<file path="src/rtl/mac_pkg.sv">
// mac_pkg
// Shared types and constants for the two-requester MAC arbiter.
//   state_t      : arbiter FSM states (IDLE, GRANT0, GRANT1, DRAIN)
//   MODE_0/1     : MAC operating modes carried on reqN_mode / mac_mode
//   *_DEF        : default parameter values used by mac_arbiter
package mac_pkg;

  typedef enum logic [1:0] {
    IDLE   = 2'd0,
    GRANT0 = 2'd1,
    GRANT1 = 2'd2,
    DRAIN  = 2'd3
  } state_t;

  localparam logic MODE_0 = 1'b0;
  localparam logic MODE_1 = 1'b1;

  localparam int DATA_W_DEF    = 16;
  localparam int DRAIN_CYC_DEF = 3;
  localparam int TIMEOUT_DEF   = 64;

endpackage

</file>
<file path="src/rtl/mac_arb_rr.sv">
// mac_arb_rr
// Two-way round-robin picker. A lone requester always wins; when both
// request, prio selects the winner (0 -> requester 0, 1 -> requester 1).
// Ports:
//   req  in  [1:0]  request vector
//   prio in  1      preferred requester on contention
//   gnt  out [1:0]  one-hot grant (all zero when nobody requests)
module mac_arb_rr
  import mac_pkg::*;
(
  input  logic [1:0] req,
  input  logic       prio,
  output logic [1:0] gnt
);

  always_comb begin
    gnt = req;
    if (req == 2'b11) begin
      gnt = prio ? 2'b10 : 2'b01;
    end
  end

endmodule

</file>
<file path="src/rtl/mac_arbiter.sv">
// mac_arbiter
// Arbitrates two packet requesters onto a single MAC. A granted requester
// owns the MAC from its first beat until the packet has drained; MAC
// responses are steered back to the owner with zero latency.
//
// Parameters:
//   DATA_W    operand width
//   DRAIN_CYC mode-0 drain length in cycles
//   TIMEOUT   mode-1 mac_done watchdog limit (only with MAC_ARB_TIMEOUT_EN)
//
// Ports:
//   clk, reset                    clock, synchronous active-high reset
//   reqN_valid/last/mode/data     requester beats (N = 0, 1)
//   reqN_ready                    beat accepted when valid & ready
//   mac_mode, mac_valid_in,
//   mac_last_in, mac_data         registered beat stream to the MAC
//   mac_valid_out, mac_done       MAC result valid / mode-1 completion
//   rspN_valid, doneN             MAC responses routed to the packet owner
//   timeout_err                   one-cycle watchdog pulse (optional)
//
// Build option:
//   MAC_ARB_TIMEOUT_EN  adds the timeout_err port and a mode-1 watchdog.
//   Without it, mode-1 DRAIN waits for mac_done indefinitely.
module mac_arbiter
  import mac_pkg::*;
#(
  parameter int DATA_W    = DATA_W_DEF,
  parameter int DRAIN_CYC = DRAIN_CYC_DEF,
  parameter int TIMEOUT   = TIMEOUT_DEF
) (
  input  logic              clk,
  input  logic              reset,
  input  logic              req0_valid,
  input  logic              req1_valid,
  input  logic              req0_last,
  input  logic              req1_last,
  input  logic              req0_mode,
  input  logic              req1_mode,
  input  logic [DATA_W-1:0] req0_data,
  input  logic [DATA_W-1:0] req1_data,
  output logic              req0_ready,
  output logic              req1_ready,
  output logic              mac_mode,
  output logic              mac_valid_in,
  output logic              mac_last_in,
  output logic [DATA_W-1:0] mac_data,
  input  logic              mac_valid_out,
  input  logic              mac_done,
  output logic              rsp0_valid,
  output logic              rsp1_valid,
  output logic              done0,
  output logic              done1
`ifdef MAC_ARB_TIMEOUT_EN
  ,
  output logic              timeout_err
`endif
);

  // One DRAIN-cycle counter serves the mode-0 drain length and, when
  // enabled, the mode-1 watchdog; the packet mode never changes inside
  // DRAIN, so the two uses never overlap. It is sized for the larger limit.
  localparam int CNT_LIM = (DRAIN_CYC > TIMEOUT) ? DRAIN_CYC : TIMEOUT;
  localparam int CNT_W   = $clog2(CNT_LIM + 1);

  state_t             r_state;
  state_t             w_state_nxt;
  logic               r_prio;
  logic               r_owner;
  logic               r_pkt_mode;
  logic               r_first;
  logic [CNT_W-1:0]   r_cnt;
  logic               r_mac_valid_p1;
  logic               r_mac_last_p1;
  logic [DATA_W-1:0]  r_mac_data_p1;

  logic [1:0]         w_req;
  logic [1:0]         w_gnt;
  logic               w_granted;
  logic               w_busy;
  logic               w_beat_valid;
  logic               w_beat_last;
  logic               w_beat_mode;
  logic [DATA_W-1:0]  w_beat_data;
  logic               w_accept;
  logic               w_mode_eff;
  logic               w_cnt_done;
  logic               w_drain_exit;

  assign w_req = {req1_valid, req0_valid};

  mac_arb_rr u_rr (
    .req  (w_req),
    .prio (r_prio),
    .gnt  (w_gnt)
  );

  // Owner's beat, selected once so the accept path is shared.
  assign w_beat_valid = r_owner ? req1_valid : req0_valid;
  assign w_beat_last  = r_owner ? req1_last  : req0_last;
  assign w_beat_mode  = r_owner ? req1_mode  : req0_mode;
  assign w_beat_data  = r_owner ? req1_data  : req0_data;

  assign w_granted = (r_state == GRANT0) || (r_state == GRANT1);
  assign w_busy    = (r_state != IDLE);
  assign w_accept  = w_granted && w_beat_valid;

  // The first accepted beat decides the packet mode; later beats' mode
  // bits are ignored.
  assign w_mode_eff = r_first ? w_beat_mode : r_pkt_mode;

  assign w_cnt_done = (r_cnt == CNT_W'(DRAIN_CYC - 1));

`ifdef MAC_ARB_TIMEOUT_EN
  logic w_wd_expire;
  // mac_done in the expiry cycle wins: it is a normal completion.
  assign w_wd_expire = (r_state == DRAIN) && (r_pkt_mode == MODE_1) &&
                       (r_cnt == CNT_W'(TIMEOUT - 1)) && !mac_done;
  assign timeout_err = w_wd_expire;
`endif

  always_comb begin
    w_state_nxt  = r_state;
    w_drain_exit = 1'b0;
    case (r_state)
      IDLE: begin
        if (w_gnt[0]) begin
          w_state_nxt = GRANT0;
        end else if (w_gnt[1]) begin
          w_state_nxt = GRANT1;
        end
      end
      GRANT0, GRANT1: begin
        if (w_accept && w_beat_last) begin
          w_state_nxt = DRAIN;
        end
      end
      DRAIN: begin
        if (r_pkt_mode == MODE_0) begin
          w_drain_exit = w_cnt_done;
        end else begin
          w_drain_exit = mac_done;
`ifdef MAC_ARB_TIMEOUT_EN
          if (w_wd_expire) begin
            w_drain_exit = 1'b1;
          end
`endif
        end
        if (w_drain_exit) begin
          w_state_nxt = IDLE;
        end
      end
      default: w_state_nxt = IDLE;
    endcase
  end

  always_ff @(posedge clk) begin
    if (reset) begin
      r_state        <= IDLE;
      r_prio         <= 1'b0;
      r_owner        <= 1'b0;
      r_pkt_mode     <= MODE_0;
      r_first        <= 1'b0;
      r_cnt          <= '0;
      r_mac_valid_p1 <= 1'b0;
      r_mac_last_p1  <= 1'b0;
      r_mac_data_p1  <= '0;
    end else begin
      r_state <= w_state_nxt;

      if ((r_state == IDLE) && (|w_gnt)) begin
        r_owner <= w_gnt[1];
        r_first <= 1'b1;
      end

      if (w_accept) begin
        r_pkt_mode <= w_mode_eff;
        r_first    <= 1'b0;
      end

      if (r_state == DRAIN) begin
        r_cnt <= r_cnt + CNT_W'(1);
      end else begin
        r_cnt <= '0;
      end

      // The requester that did not own the finished packet goes next.
      if (w_drain_exit) begin
        r_prio <= ~r_owner;
      end

      // ---- stage p1: accepted beat to MAC ----
      r_mac_valid_p1 <= w_accept;
      r_mac_last_p1  <= w_accept && w_beat_last && (w_mode_eff == MODE_1);
      if (w_accept) begin
        r_mac_data_p1 <= w_beat_data;
      end
    end
  end

  assign req0_ready   = (r_state == GRANT0);
  assign req1_ready   = (r_state == GRANT1);

  assign mac_mode     = r_pkt_mode;
  assign mac_valid_in = r_mac_valid_p1;
  assign mac_last_in  = r_mac_last_p1;
  assign mac_data     = r_mac_data_p1;

  // Responses go straight to the owner; in IDLE they are dropped.
  assign rsp0_valid = w_busy && !r_owner && mac_valid_out;
  assign rsp1_valid = w_busy &&  r_owner && mac_valid_out;
  assign done0      = w_busy && !r_owner && mac_done;
  assign done1      = w_busy &&  r_owner && mac_done;

endmodule

</file>
<file path="config.mk">
export PLATFORM = sky130hd
export DESIGN_NAME = mac_arbiter
export DESIGN_NICKNAME = d
export VERILOG_FILES = /design/src/rtl/mac_pkg.sv /design/src/rtl/mac_arb_rr.sv /design/src/rtl/mac_arbiter.sv
export SDC_FILE = /design/constraint.sdc
export NUM_CORES = 1
export LEC_CHECK = 0
export CORE_UTILIZATION = 35
export CTS_BUF_LIST = sky130_fd_sc_hd__clkbuf_16
export DETAILED_ROUTE_END_ITERATION = 6
export PLACE_DENSITY = 0.72
export SYNTH_ARGS = -nofsm -noshare
export SYNTH_HDL_FRONTEND = slang
export SYNTH_HIERARCHICAL = 1
export SYNTH_SLANG_ARGS = --single-unit
</file>
<file path="constraint.sdc">
create_clock -name clk -period 1.6 [get_ports clk]
set_input_delay 0.16 -clock clk [delete_from_list [all_inputs] [get_ports clk]]
set_output_delay 0.16 -clock clk [all_outputs]
set_load 0.005 [all_outputs]
</file>
==> out/summary.md, run 1 <==
The count of buffering cells on the critical path with inverters included was 1; the final-report hold violation count was 0. In this run the biggest area consumer among cell types represents 42.2% of the synthesized area. The count of final max-slew check failures came out at 0. Walking the worst path, the cells encountered are inv_2 > ha_1 > or3b_4 > o211ai_4 > o311ai_4 > a221oi_2. Die width: 66.8 um. Hold timing on the final database bottoms out at a slack of 448 ps.

The share of flip-flops with an asynchronous set or reset after synthesis was 0%; the wire length of the first global-routing pass was 5620 um. Once detailed placement completed, the half-perimeter wirelength came to 2580 um. The clock buffer count from CTS is 5. The synthesized design contains 0 enable-type register cells.

Summed over all layers, the global routing overflow is 0. The count of nets left with antenna violations once routing finished came out at 0. Max-cap violations in this run came to 0. The highest-delay cell along the critical path was sky130_fd_sc_hd__or3b_4.

Critical path capture point type: a register. The final layout contains 285 nets. The type of element launching the critical path was a register. The largest single stage delay on the critical path is 390 ps. The biggest area contributor in the post-synthesis netlist is sky130_fd_sc_hd__dfxtp_1. The count of different cell masters after synthesis was 38. The cell count after synthesis is 155.

TritonCTS built the clock tree. The tools report the number of iterations in the first detailed-routing pass as 4. The longest clock path from root to sink contains 2 buffers. The worst-skew pair later-pin latency was 270 ps; the post-synthesis net count was 203. The post-route netlist has 16.9% of its cells at a drive strength greater than 1. The total routing resource utilization after global routing was 17.1%; the via count of the first global-routing pass was 1,297. The clock transition at the registers of the reported paths came out at 50 ps. The tightest slew margin relative to the limit was 72.9%; the number of buffers added to fix hold violations after cts was 0. Setup repair after global routing could not meet its margin everywhere. Pin placement for this block handled 67 I/O pins. The power per standard cell area was 1280 nW/um^2.

On the final layout, the worst clock skew is 4.68 ps. VDD sags by at most 0.782 mV. The maximum fanout encountered on the critical timing path works out to 2. The cell sitting at the root of the clock tree is a sky130_fd_sc_hd__clkbuf_16. The run gives 18 as the largest net degree at the start of global routing. Yosys printed 6 warnings.

Summing the sequential cell areas from Yosys gives 42.2% of the chip area. 0 antenna diodes ended up in the layout. The static leakage came out at 0.000966 uW.

The required arrival time at the worst endpoint was 1780 ps. Clock tree synthesis found a total of 31 sinks. In the post-synthesis netlist, the biggest area contributors are sky130_fd_sc_hd__dfxtp_1 42%, sky130_fd_sc_hd__mux2i_1 12%, sky130_fd_sc_hd__o21ai_0 6.8%.

The number of register bits inferred by synthesis came out at 31. The starting density of the core came out at 36.5%. The cell row count came out at 23.

The critical path in this run is classified as register to register. Port buffering added 66 buffers. The synthesized netlist occupies a cell area of 1470 um^2. For the pin with the worst max-slew slack, the measured transition is 406 ps.

The total vias in the final route was 1,340. The floorplan step set the die height to 66.8 um. Among all flip-flop cells after synthesis, the most frequent one is sky130_fd_sc_hd__dfxtp_1. Fraction of the cycle the final worst path needs: 98.2%.

The final-layout fill cell count was 355; the average vias per placed instance was 4.67. The class of the most critical hold timing path was register to register. The aggregate negative setup slack was 0 ps. In the final routed layout, each cell accounts on average for 12.0 um. Wires add up to 3430 um. The timing-limited maximum frequency is 636 MHz, and the area enclosed by the die boundary is 4470 um^2. After the first detailed-routing iteration, the DRC count stood at 30.

Setup violations remaining at the end of the flow were counted as 0. For this run, design rule violations remaining after detail routing come to 0. Count of buffers added by post-CTS timing repair for setup: 0. Layout-stage area growth over the synthesis result: 67.4%. The H-tree was split into 2 levels. A synthesized cell averages 9.49 um^2. The total area inside the core boundary comes to 4030 um^2. The run finished with clean final reports. Sorting the synthesized cells by how often they occur yields 31 x sky130_fd_sc_hd__dfxtp_1, 20 x sky130_fd_sc_hd__o21ai_0, 19 x sky130_fd_sc_hd__nand2_1, 18 x sky130_fd_sc_hd__mux2i_1, 10 x sky130_fd_sc_hd__nor2_1. The family with the most delay on the worst path is compound AO/OA/AOI/OAI gates.

The initial antenna violation count is 0, and the final RePlAce weighted congestion is 0.798. For the arrival time at the worst endpoint, the log shows 1750 ps. Yosys instantiated no cell more often than sky130_fd_sc_hd__dfxtp_1. The minimum period implied by the final worst setup slack works out to 1570 ps.
metrics by stage:
| step | total power, uW | util [%] | setup slack [ps] | area [um^2] | instances |
|---|---|---|---|---|---|
| after floorplan | 1490 | - | 32.9 | 1470 | 155 |
| after global placement | 2040 | 56.1 | 7.79 | 2260 | 280 |
| after detailed placement | 2060 | 56.1 | -45.5 | 2260 | 280 |
| after CTS | 3180 | 61.0 | 13.2 | 2460 | 287 |
| after global routing | 3360 | 61.1 | -64.2 | 2460 | 287 |
| final | 3170 | 61.1 | 28.9 | 2460 | 287 |
sequential cells by signal, summed over array words and instances (netlist names):
signal,flops
mac_data,16
r_cnt,7
r_state,2
mac_last_in,1
mac_mode,1
mac_valid_in,1
r_first,1
r_owner,1
r_prio,1
tightest hold or removal path, stage by stage (launching register included):
cell,delay (ps)
sky130_fd_sc_hd__dfxtp_1,310
sky130_fd_sc_hd__nand2_1,40
sky130_fd_sc_hd__o21ai_0,60
layout make-up:
cell class / count / area, um^2 / share of cell area [%]
multi-input combinational: 110 / 806 / 32.7
timing repair buffer: 82 / 788 / 32.0
sequential: 31 / 622 / 25.2
clock buffer: 5 / 125 / 5.08
tap: 50 / 62.6 / 2.54
clock inverter: 2 / 33.8 / 1.37
inverter: 7 / 26.3 / 1.07
final timing paths:
| kind | start | to | slack (ps) | depth (start not counted) |
|---|---|---|---|---|
| worst max-delay path | r_cnt[0] | r_state[1] | 30 | 6 |
| worst min-delay path | mac_data[11] | mac_data[11] | 450 | 2 |
| worst max register to register | r_cnt[0] | r_state[1] | 30 | 6 |
| worst min register to register | mac_data[11] | mac_data[11] | 450 | 2 |
power by group:
part	internal, uW	leakage [uW]	switching [uW]
combinational	668	0.000632	497
sequential	915	0.000253	73.1
clock	717	0.0000811	296
total	2300	0.000966	866
cell usage in the layout (no fill, tap or decap), types with 2 or more instances in the layout:
| cell | Yosys | final |
|---|---|---|
| sky130_fd_sc_hd__inv_1 | 7 | 4 |
| sky130_fd_sc_hd__clkdlybuf4s50_1 | 0 | 62 |
| sky130_fd_sc_hd__nand2b_1 | 2 | 2 |
| sky130_fd_sc_hd__clkbuf_16 | 0 | 5 |
| sky130_fd_sc_hd__nand3_1 | 3 | 3 |
| sky130_fd_sc_hd__dlygate4sd2_1 | 0 | 4 |
| sky130_fd_sc_hd__a221oi_2 | 1 | 2 |
| sky130_fd_sc_hd__and3_1 | 2 | 2 |
| sky130_fd_sc_hd__mux2i_1 | 18 | 18 |
| sky130_fd_sc_hd__inv_2 | 0 | 4 |
| sky130_fd_sc_hd__a21boi_1 | 2 | 2 |
| sky130_fd_sc_hd__xor2_1 | 2 | 2 |
| sky130_fd_sc_hd__buf_4 | 0 | 15 |
| sky130_fd_sc_hd__and3_2 | 2 | 2 |
| sky130_fd_sc_hd__nor2_1 | 10 | 10 |
| sky130_fd_sc_hd__nor3b_1 | 2 | 2 |
| sky130_fd_sc_hd__o21ai_0 | 20 | 20 |
| sky130_fd_sc_hd__ha_1 | 6 | 5 |
| sky130_fd_sc_hd__nand3b_1 | 2 | 2 |
| sky130_fd_sc_hd__nand2_1 | 19 | 19 |
| sky130_fd_sc_hd__dfxtp_1 | 31 | 30 |
| sky130_fd_sc_hd__xnor2_1 | 3 | 3 |
layer usage:
metal	up-vias	wire length, um	GRT usage, %	share of wire, %
li1	702	-	-	-
met1	596	1430	18.0	42
met2	37	1750	30.1	51
met3	5	218	7.71	6.3
met4	0	41	5.05	1.2
met5	-	0	0	0
logic make-up after synthesis:
group / after synthesis / synth area share [%]
AND/OR/NAND/NOR: 46 / 15.5
XOR/XNOR: 5 / 2.98
flip-flops: 31 / 42.2
buffers and inverters: 14 / 6.29
AO/OA/AOI/OAI: 34 / 15.0
multiplexers: 19 / 13.0
adder cells (fa/ha/maj): 6 / 5.10
timing repair:
| item | 4_1_cts | 5_1_grt |
|---|---|---|
| pin swaps | 2 | 0 |
| resized for setup | 12 | 4 |
| setup endpoints to repair | 7 | 4 |
Note: power is estimated with default switching activity, not from simulation.
==> inputs of run 2 (changes only) <==
Settings changed: CORE_ASPECT_RATIO set to 0.8, CORE_MARGIN set to 10.
==> out/summary.md, run 2 (synthesis results as in run 1) <==
The cell row count was 20 (was 23). The power per standard cell area came out at 1290 nW/um^2 (was 1280 nW/um^2). Critical path capture point type: a register (unchanged). The switching fraction of total power is 27.3% (was 27.4%). Fraction of the cycle the final worst path needs: 98.9% (was 98.2%).

The maximum fanout encountered on the critical timing path was 2 (unchanged); the clock buffer count from CTS was 5 (unchanged). The I/O pin count is 67 (unchanged). The tools report the destination of the worst register-to-register timing path as r_state[0] (was r_state[1]). The share of post-route cells with drive strength above 1 is 18.4% (was 16.9%), and the H-tree level count is 2 (unchanged). The via count of the first global-routing pass came out at 1,484 (was 1,297).

For the wire length of the first global-routing pass, the log shows 7030 um (was 5620 um). Maximum clock insertion buffer count: 2 (unchanged). Wire length per cell after detailed routing: 13.9 um (was 12.0 um). The tightest slew margin relative to the limit was 77.5% (was 72.9%). The average vias per placed instance was 4.59 (was 4.67). The tools report the start of the worst register-to-register path as r_cnt[0] (unchanged).

Antenna cell count: 0 (unchanged). The static leakage was 0.00100 uW (was 0.000966 uW); the minimum period implied by the final worst setup slack was 1580 ps (was 1570 ps). The class of the most critical hold timing path is register to register (unchanged).

Setup repair after global routing could not meet its margin everywhere. The logs give 299 (was 287) for the non-filler instance count after layout and 3930 um^2 (was 4030 um^2) for the standard cell core area. The starting density of the core was 37.5% (was 36.5%); the part of the power in combinational logic was 36.8% (about the same).

The die boundary height was 78.0 um (was 66.8 um). The worst reg-to-reg path cell count works out to 6 (unchanged). The number of instances in the placed design was 291 (was 280). The residual overflow from global routing was 0 (unchanged).

The area enclosed by the die boundary came out at 7210 um^2 (was 4470 um^2). Number of sinks driven by the clock tree: 31 (unchanged). The highest cell delay on the worst timing path is 370 ps (was 390 ps).

The commonest non-fill, non-tap cell in the layout is sky130_fd_sc_hd__clkdlybuf4s50_1 (unchanged). For the aggregate routed wire length, the log shows 4160 um (was 3430 um). Clock transition at the registers of the reported paths: 50 ps (about the same). The required arrival time at the worst endpoint is 1770 ps (was 1780 ps), and the worst-skew pair later-pin latency is 270 ps (about the same). The run gives 0 (unchanged) as the antenna violation net count after detailed routing. TritonCTS built the clock tree. The pin slew with the least headroom to its limit is 336 ps (was 406 ps), and the final-report hold violation count is 0 (unchanged). For the total vias in the final route, the log shows 1,372 (was 1,340). The die width is 92.5 um (was 66.8 um), and the initial antenna violation count is 0 (unchanged). Cell-internal power: 2320 uW (was 2300 uW). The share of power burned in registers was 30.8% (was 31.2%); the count of final max-slew check failures was 0 (unchanged).

The final setup violation count was 0 (unchanged). DRC violation total after the first TritonRoute iteration: 72 (was 30). The largest net degree at the start of global routing is 14 (was 18), and the arrival time at the worst endpoint is 1750 ps (about the same). The tools report the worst-case vdd ir drop as 0.858 mV (was 0.782 mV).

The clock network fraction of design power was 32.4% (was 32.0%); the number of flip-flops under the largest register name was 16 (unchanged). Ordered list of cells on the worst path: inv_1 > ha_1 > or3b_4 > o211ai_2 > o311ai_2 > a221oi_1 (was inv_2 > ha_1 > or3b_4 > o211ai_4 > o311ai_4 > a221oi_2). The residual DRC count was 0 (unchanged); the layout-stage area growth over the synthesis result was 68.9% (was 67.4%). The tools report the cell chosen for the clock root as sky130_fd_sc_hd__clkbuf_16 (unchanged). The final core utilization is 63.2% (was 61.1%). The number of max-cap violations is 0 (unchanged), and the minimum setup slack among reg-to-reg paths is 20 ps (was 30 ps).

The maximum clock skew at final layout is 2.71 ps (was 4.68 ps), and the number of I/O port buffers is 66 (unchanged). The run finished with clean final reports. The count of buffers added by post-CTS timing repair for setup is 0 (unchanged).

The start point of the critical path was r_cnt[0] (unchanged). For the reported net switching power, the log shows 874 uW (was 866 uW). The kind of critical path was register to register (unchanged).

Timing-limited maximum frequency: 632 MHz (was 636 MHz). Type of element launching the critical path: a register (unchanged). The tools report the end point of the critical path as r_state[0] (was r_state[1]). The highest-delay cell along the critical path was sky130_fd_sc_hd__or3b_4 (unchanged). Most frequent cells in the layout: 61 x sky130_fd_sc_hd__clkdlybuf4s50_1, 30 x sky130_fd_sc_hd__dfxtp_1, 22 x sky130_fd_sc_hd__buf_4 (was 62 x sky130_fd_sc_hd__clkdlybuf4s50_1, 30 x sky130_fd_sc_hd__dfxtp_1, 20 x sky130_fd_sc_hd__o21ai_0). The logs give 4 (unchanged) for the number of iterations in the first detailed-routing pass and 291 (was 285) for the net count of the finished layout. The tools report the half-perimeter wire length after placement as 3380 um (was 2580 um).

The total routing resource utilization after global routing is 11.9% (was 17.1%). Final RePlAce weighted congestion: 0.793 (was 0.798).
==> run 2: cell type report <==
| class | instances | area (um^2) |
|---|---|---|
| flip-flops and latches | 31 | 622 |
| repair buffers | 88 | 823 |
| multi-input cells | 110 | 781 |
| clock inverters | 3 | 38.8 |
| clock buffers | 5 | 125 |
| fillers | 352 | 1440 |
| well taps | 55 | 68.8 |
| inverters | 7 | 26.3 |
==> run 2: metal layers <==
| metal | part of all wire (%) | GRT usage [%] | vias to the layer above |
|---|---|---|---|
| met5 | 0 | 0 | - |
| met4 | 1.5 | 4.15 | 0 |
| met3 | 7.5 | 5.67 | 5 |
| met2 | 44 | 19.2 | 41 |
| met1 | 47 | 13.6 | 616 |
| li1 | - | - | 710 |
==> run 2: how the worst min path moves through the flow <==
stage                 startpoint  slack [ps]  cells past startpoint      endpoint
floorplan              req0_last         330                      2   mac_last_in
global placement    mac_data[13]         430                      2  mac_data[13]
detailed placement  mac_data[15]         440                      2  mac_data[15]
CTS                 mac_data[15]         450                      2  mac_data[15]
global route        mac_data[12]         470                      2  mac_data[12]
finish              mac_data[15]         450                      2  mac_data[15]
==> run 2: critical path: cells and delay by family (launching register included) <==
| kind | cells | cell delay, ps |
|---|---|---|
| flops | 1 | 300 |
| buf+inv | 1 | 50 |
| compound gates | 3 | 630 |
| simple gates | 1 | 370 |
| fa+ha+maj | 1 | 120 |
==> run 2: power groups by stage <==
stage               sequential (uW)  clock [uW]  combinational, uW
floorplan                      1010           0                480
global placement                991           0               1140
detailed placement              996           0               1140
CTS                             982        1060               1190
global route                   1010        1100               1310
finish                          985        1040               1180
==> run 2: per-stage QoR <==
stage	instance area [um^2]	hold WS [ps]	setup TNS, ps	setup slack, ps	power [uW]
final	2480	446	0	18.0	3200
after floorplan	1470	326	0	32.9	1490
after global routing	2480	472	-196	-89.2	3420
after detailed placement	2300	441	-61.4	-44.4	2130
after global placement	2300	433	-33.7	-31.5	2130
after CTS	2480	452	0	3.74	3230
==> run 2: repair_timing <==
action                                  4_1_cts  5_1_grt
gates resized for setup                       9        4
gates cloned                                  0        0
pin swaps                                     2        0
endpoints found under the setup margin        6        6
hold buffers                                  0        0
endpoints found under the hold margin         0        0
==> inputs of run 3 (changes only) <==
Settings changed: SYNTH_HIERARCHICAL 1 to unset.
==> out/summary.md, run 3 <==
The run finished, with violations left. The checks that failed: negative setup slack. The worst-skew pair later-pin latency is 270 ps (about the same), and the placed cell area is 2310 um^2 (was 2300 um^2). The number of register bits inferred by synthesis is 31 (unchanged). The via count of the first global-routing pass was 1,434 (was 1,484). The run gives 204 (was 203) as the post-synthesis net count. The residual DRC count was 0 (unchanged); the part of the power in combinational logic was 35.9% (was 36.8%). For the worst-case vdd ir drop, the log shows 0.589 mV (was 0.858 mV). The number of I/O port buffers was 66 (unchanged).

The clock network fraction of design power was 32.2% (was 32.4%); the cell-internal power was 2320 uW (about the same). The minimum period implied by the final worst setup slack is 1630 ps (was 1580 ps). The number of buffers added to fix hold violations after cts is 0 (unchanged). Most used standard cells in the synthesized netlist: 31 x sky130_fd_sc_hd__dfxtp_1, 20 x sky130_fd_sc_hd__nand2_1, 19 x sky130_fd_sc_hd__mux2i_1, 13 x sky130_fd_sc_hd__nor2_1, 9 x sky130_fd_sc_hd__o21ai_1 (was 31 x sky130_fd_sc_hd__dfxtp_1, 20 x sky130_fd_sc_hd__o21ai_0, 19 x sky130_fd_sc_hd__nand2_1, 18 x sky130_fd_sc_hd__mux2i_1, 10 x sky130_fd_sc_hd__nor2_1). The critical path capture point type is a register (unchanged).

The run gives 0 (unchanged) as the residual overflow from global routing. Cell with the most instances after synthesis: sky130_fd_sc_hd__dfxtp_1 (unchanged). DRC violation total after the first TritonRoute iteration: 27 (was 72).

Most frequent cells in the layout: 62 x sky130_fd_sc_hd__clkdlybuf4s50_1, 28 x sky130_fd_sc_hd__dfxtp_1, 20 x sky130_fd_sc_hd__nand2_1 (was 61 x sky130_fd_sc_hd__clkdlybuf4s50_1, 30 x sky130_fd_sc_hd__dfxtp_1, 22 x sky130_fd_sc_hd__buf_4). The static leakage is 0.000975 uW (was 0.00100 uW), and the clock transition at the registers of the reported paths is 50 ps (about the same). The share of flip-flops with an asynchronous set or reset after synthesis is 0% (unchanged), and the proportion of netlist area held by the largest area contributor is 42.2% (unchanged).

The tools report the total vias in the final route as 1,355 (was 1,372). The clock buffer count from CTS is 5 (unchanged), and the I/O pin count is 67 (unchanged). The number of synthesis warnings is 0 (was 6).

The number of flip-flops under the largest register name is 16 (unchanged), and the share of power burned in registers is 31.9% (was 30.8%). The cell count after synthesis is 156 (was 155). The total routing resource utilization after global routing came out at 12.0% (was 11.9%).

The pin slew with the least headroom to its limit was 354 ps (was 336 ps); the final setup violation count was 1 (was 0). The fraction of the cycle the final worst path needs is 102% (was 98.9%). The power per standard cell area is 1280 nW/um^2 (was 1290 nW/um^2). The layout-stage area growth over the synthesis result came out at 68.9% (unchanged).

The count of final max-slew check failures came out at 0 (unchanged). The antenna violation net count after detailed routing is 0 (unchanged), and the die boundary height is 78.0 um (unchanged). The standard cell core area is 3930 um^2 (unchanged), and the aggregate routed wire length is 4170 um (was 4160 um). The prevailing post-synth register cell was sky130_fd_sc_hd__dfxtp_1 (unchanged). The type of element launching the critical path is a register (unchanged). For the reported net switching power, the log shows 856 uW (was 874 uW). The arrival time at the worst endpoint was 1780 ps (was 1750 ps); the antenna cell count was 0 (unchanged). The cell type with the largest total area after synthesis is sky130_fd_sc_hd__dfxtp_1 (unchanged).

The initial antenna violation count was 0 (unchanged); the share of post-route cells with drive strength above 1 was 15.9% (was 18.4%). The cell row count was 20 (unchanged). The class of the most critical hold timing path was register to register (unchanged). Commonest non-fill, non-tap cell in the layout: sky130_fd_sc_hd__clkdlybuf4s50_1 (unchanged). The half-perimeter wire length after placement was 3270 um (was 3380 um); the switching fraction of total power was 26.9% (was 27.3%). The net count of the finished layout was 287 (was 291); the final-report hold violation count was 0 (unchanged). The maximum fanout encountered on the critical timing path is 3 (was 2). The tools report the required arrival time at the worst endpoint as 1760 ps (was 1770 ps). The logs give 19 (was 14) for the largest net degree at the start of global routing and 2480 um^2 (unchanged) for the area of all placed cells without fillers. Average vias per placed instance: 4.61 (was 4.59). The storage element area was 624 um^2 (was 622 um^2); the starting density of the core was 37.5% (unchanged). The area enclosed by the die boundary was 7210 um^2 (unchanged). Setup repair after global routing could not meet its margin everywhere. For the aggregate negative setup slack, the log shows -25.1 ps (was 0 ps). TritonCTS built the clock tree. The worst-case setup margin in the final layout was -25.1 ps (was 18.0 ps). The die width is 92.5 um (unchanged).

For the final-layout fill cell count, the log shows 356 (was 352). The tools report the tightest slew margin relative to the limit as 76.4% (was 77.5%). Cell chosen for the clock root: sky130_fd_sc_hd__clkbuf_16 (unchanged). The maximum clock skew at final layout was 2.44 ps (was 2.71 ps). Dominant cells by area after synthesis: sky130_fd_sc_hd__dfxtp_1 42%, sky130_fd_sc_hd__mux2i_1 13%, sky130_fd_sc_hd__ha_1 5.1% (was sky130_fd_sc_hd__dfxtp_1 42%, sky130_fd_sc_hd__mux2i_1 12%, sky130_fd_sc_hd__o21ai_0 6.8%). The multi-input logic area was 811 um^2 (was 781 um^2); the wire length of the first global-routing pass was 6960 um (was 7030 um). The cell area after technology mapping was 1470 um^2 (unchanged).

Per-instance average area after synthesis: 9.43 um^2 (was 9.49 um^2). The logs give 5 (was 4) for the number of iterations in the first detailed-routing pass and 2 (unchanged) for the H-tree level count. The number of sinks driven by the clock tree was 31 (unchanged). For the part of the Yosys area used for sequential elements, the log shows 42.2% (unchanged). The kind of critical path was register to register (unchanged).

Timing-limited maximum frequency: 615 MHz (was 632 MHz). The count of different cell masters after synthesis came out at 36 (was 38). For the number of max-cap violations, the log shows 0 (unchanged). The maximum clock insertion buffer count came out at 2 (unchanged).

The wire length per cell after detailed routing came out at 14.2 um (was 13.9 um). The count of flip-flops with a built-in enable after synthesis was 0 (unchanged). For the final RePlAce weighted congestion, the log shows 0.773 (was 0.793).
-- run 3: repair_timing --
item | in CTS | in global routing
resized for setup | 4 | 4
endpoints found under the setup margin | 5 | 3
setup buffers | 0 | 1
hold endpoints to repair | 0 | 0
pin swaps | 1 | 2
-- run 3: cell families (layout without fill, tap and decap cells) --
family          Yosys count  in the layout  share of synthesized area, %
fa+ha+maj                 6              6                          5.10
xor+xnor                  5              5                          2.98
compound gates           29             29                          13.4
simple gates             51             51                          17.9
mux                      21             21                          14.7
flops                    31             31                          42.2
buf+inv                  13             96                          3.83
-- run 3: layout make-up --
class                   count  area share [%]
multi-input cells         112            32.6
well taps                  55            2.77
repair buffers             83            32.2
clock inverters             2            1.36
inverters                   6           0.906
flip-flops and latches     31            25.1
clock buffers               5            5.04
-- run 3: path summary, 6_finish.rpt --
| path | start | endpoint | slack (ps) | depth (start not counted) |
|---|---|---|---|---|
| min reg2reg | mac_data[9] | mac_data[9] | 440 | 2 |
| max | r_state[0] | r_state[0] | -30 | 5 |
| max reg2reg | r_state[0] | r_state[0] | -30 | 5 |
| min | mac_data[9] | mac_data[9] | 440 | 2 |
-- run 3: through the flow --
stage	util (%)	cells	setup WS, ps	total power [uW]	hold slack (ps)
global placement	58.9	286	-28.1	2140	435
global route	63.2	294	-115	3360	458
finish	63.2	294	-25.1	3180	444
detailed placement	58.9	286	-52.1	2170	440
CTS	62.8	293	3.02	3200	447
floorplan	-	156	12.8	1550	325
-- run 3: power by group through the flow --
stage                     clock, uW  combinational [uW]  sequential, uW
final                          1020                1140            1010
after global routing           1080                1250            1030
after CTS                      1050                1140            1010
after detailed placement          0                1140            1030
after global placement            0                1130            1020
after floorplan                   0                 518            1030
-- run 3: worst max-delay path, stage by stage, from the launching register on --
cell and delay, ps:
sky130_fd_sc_hd__dfxtp_2 340, sky130_fd_sc_hd__inv_2 60, sky130_fd_sc_hd__ha_4 220, sky130_fd_sc_hd__a22o_1 230
sky130_fd_sc_hd__a221oi_2 330, sky130_fd_sc_hd__mux2_4 330
-- run 3: per-layer routing --
metal	global-route usage, %	wire [um]
met3	4.52	257
met4	6.46	83
met2	19.4	2030
met5	0	0
met1	13.5	1800
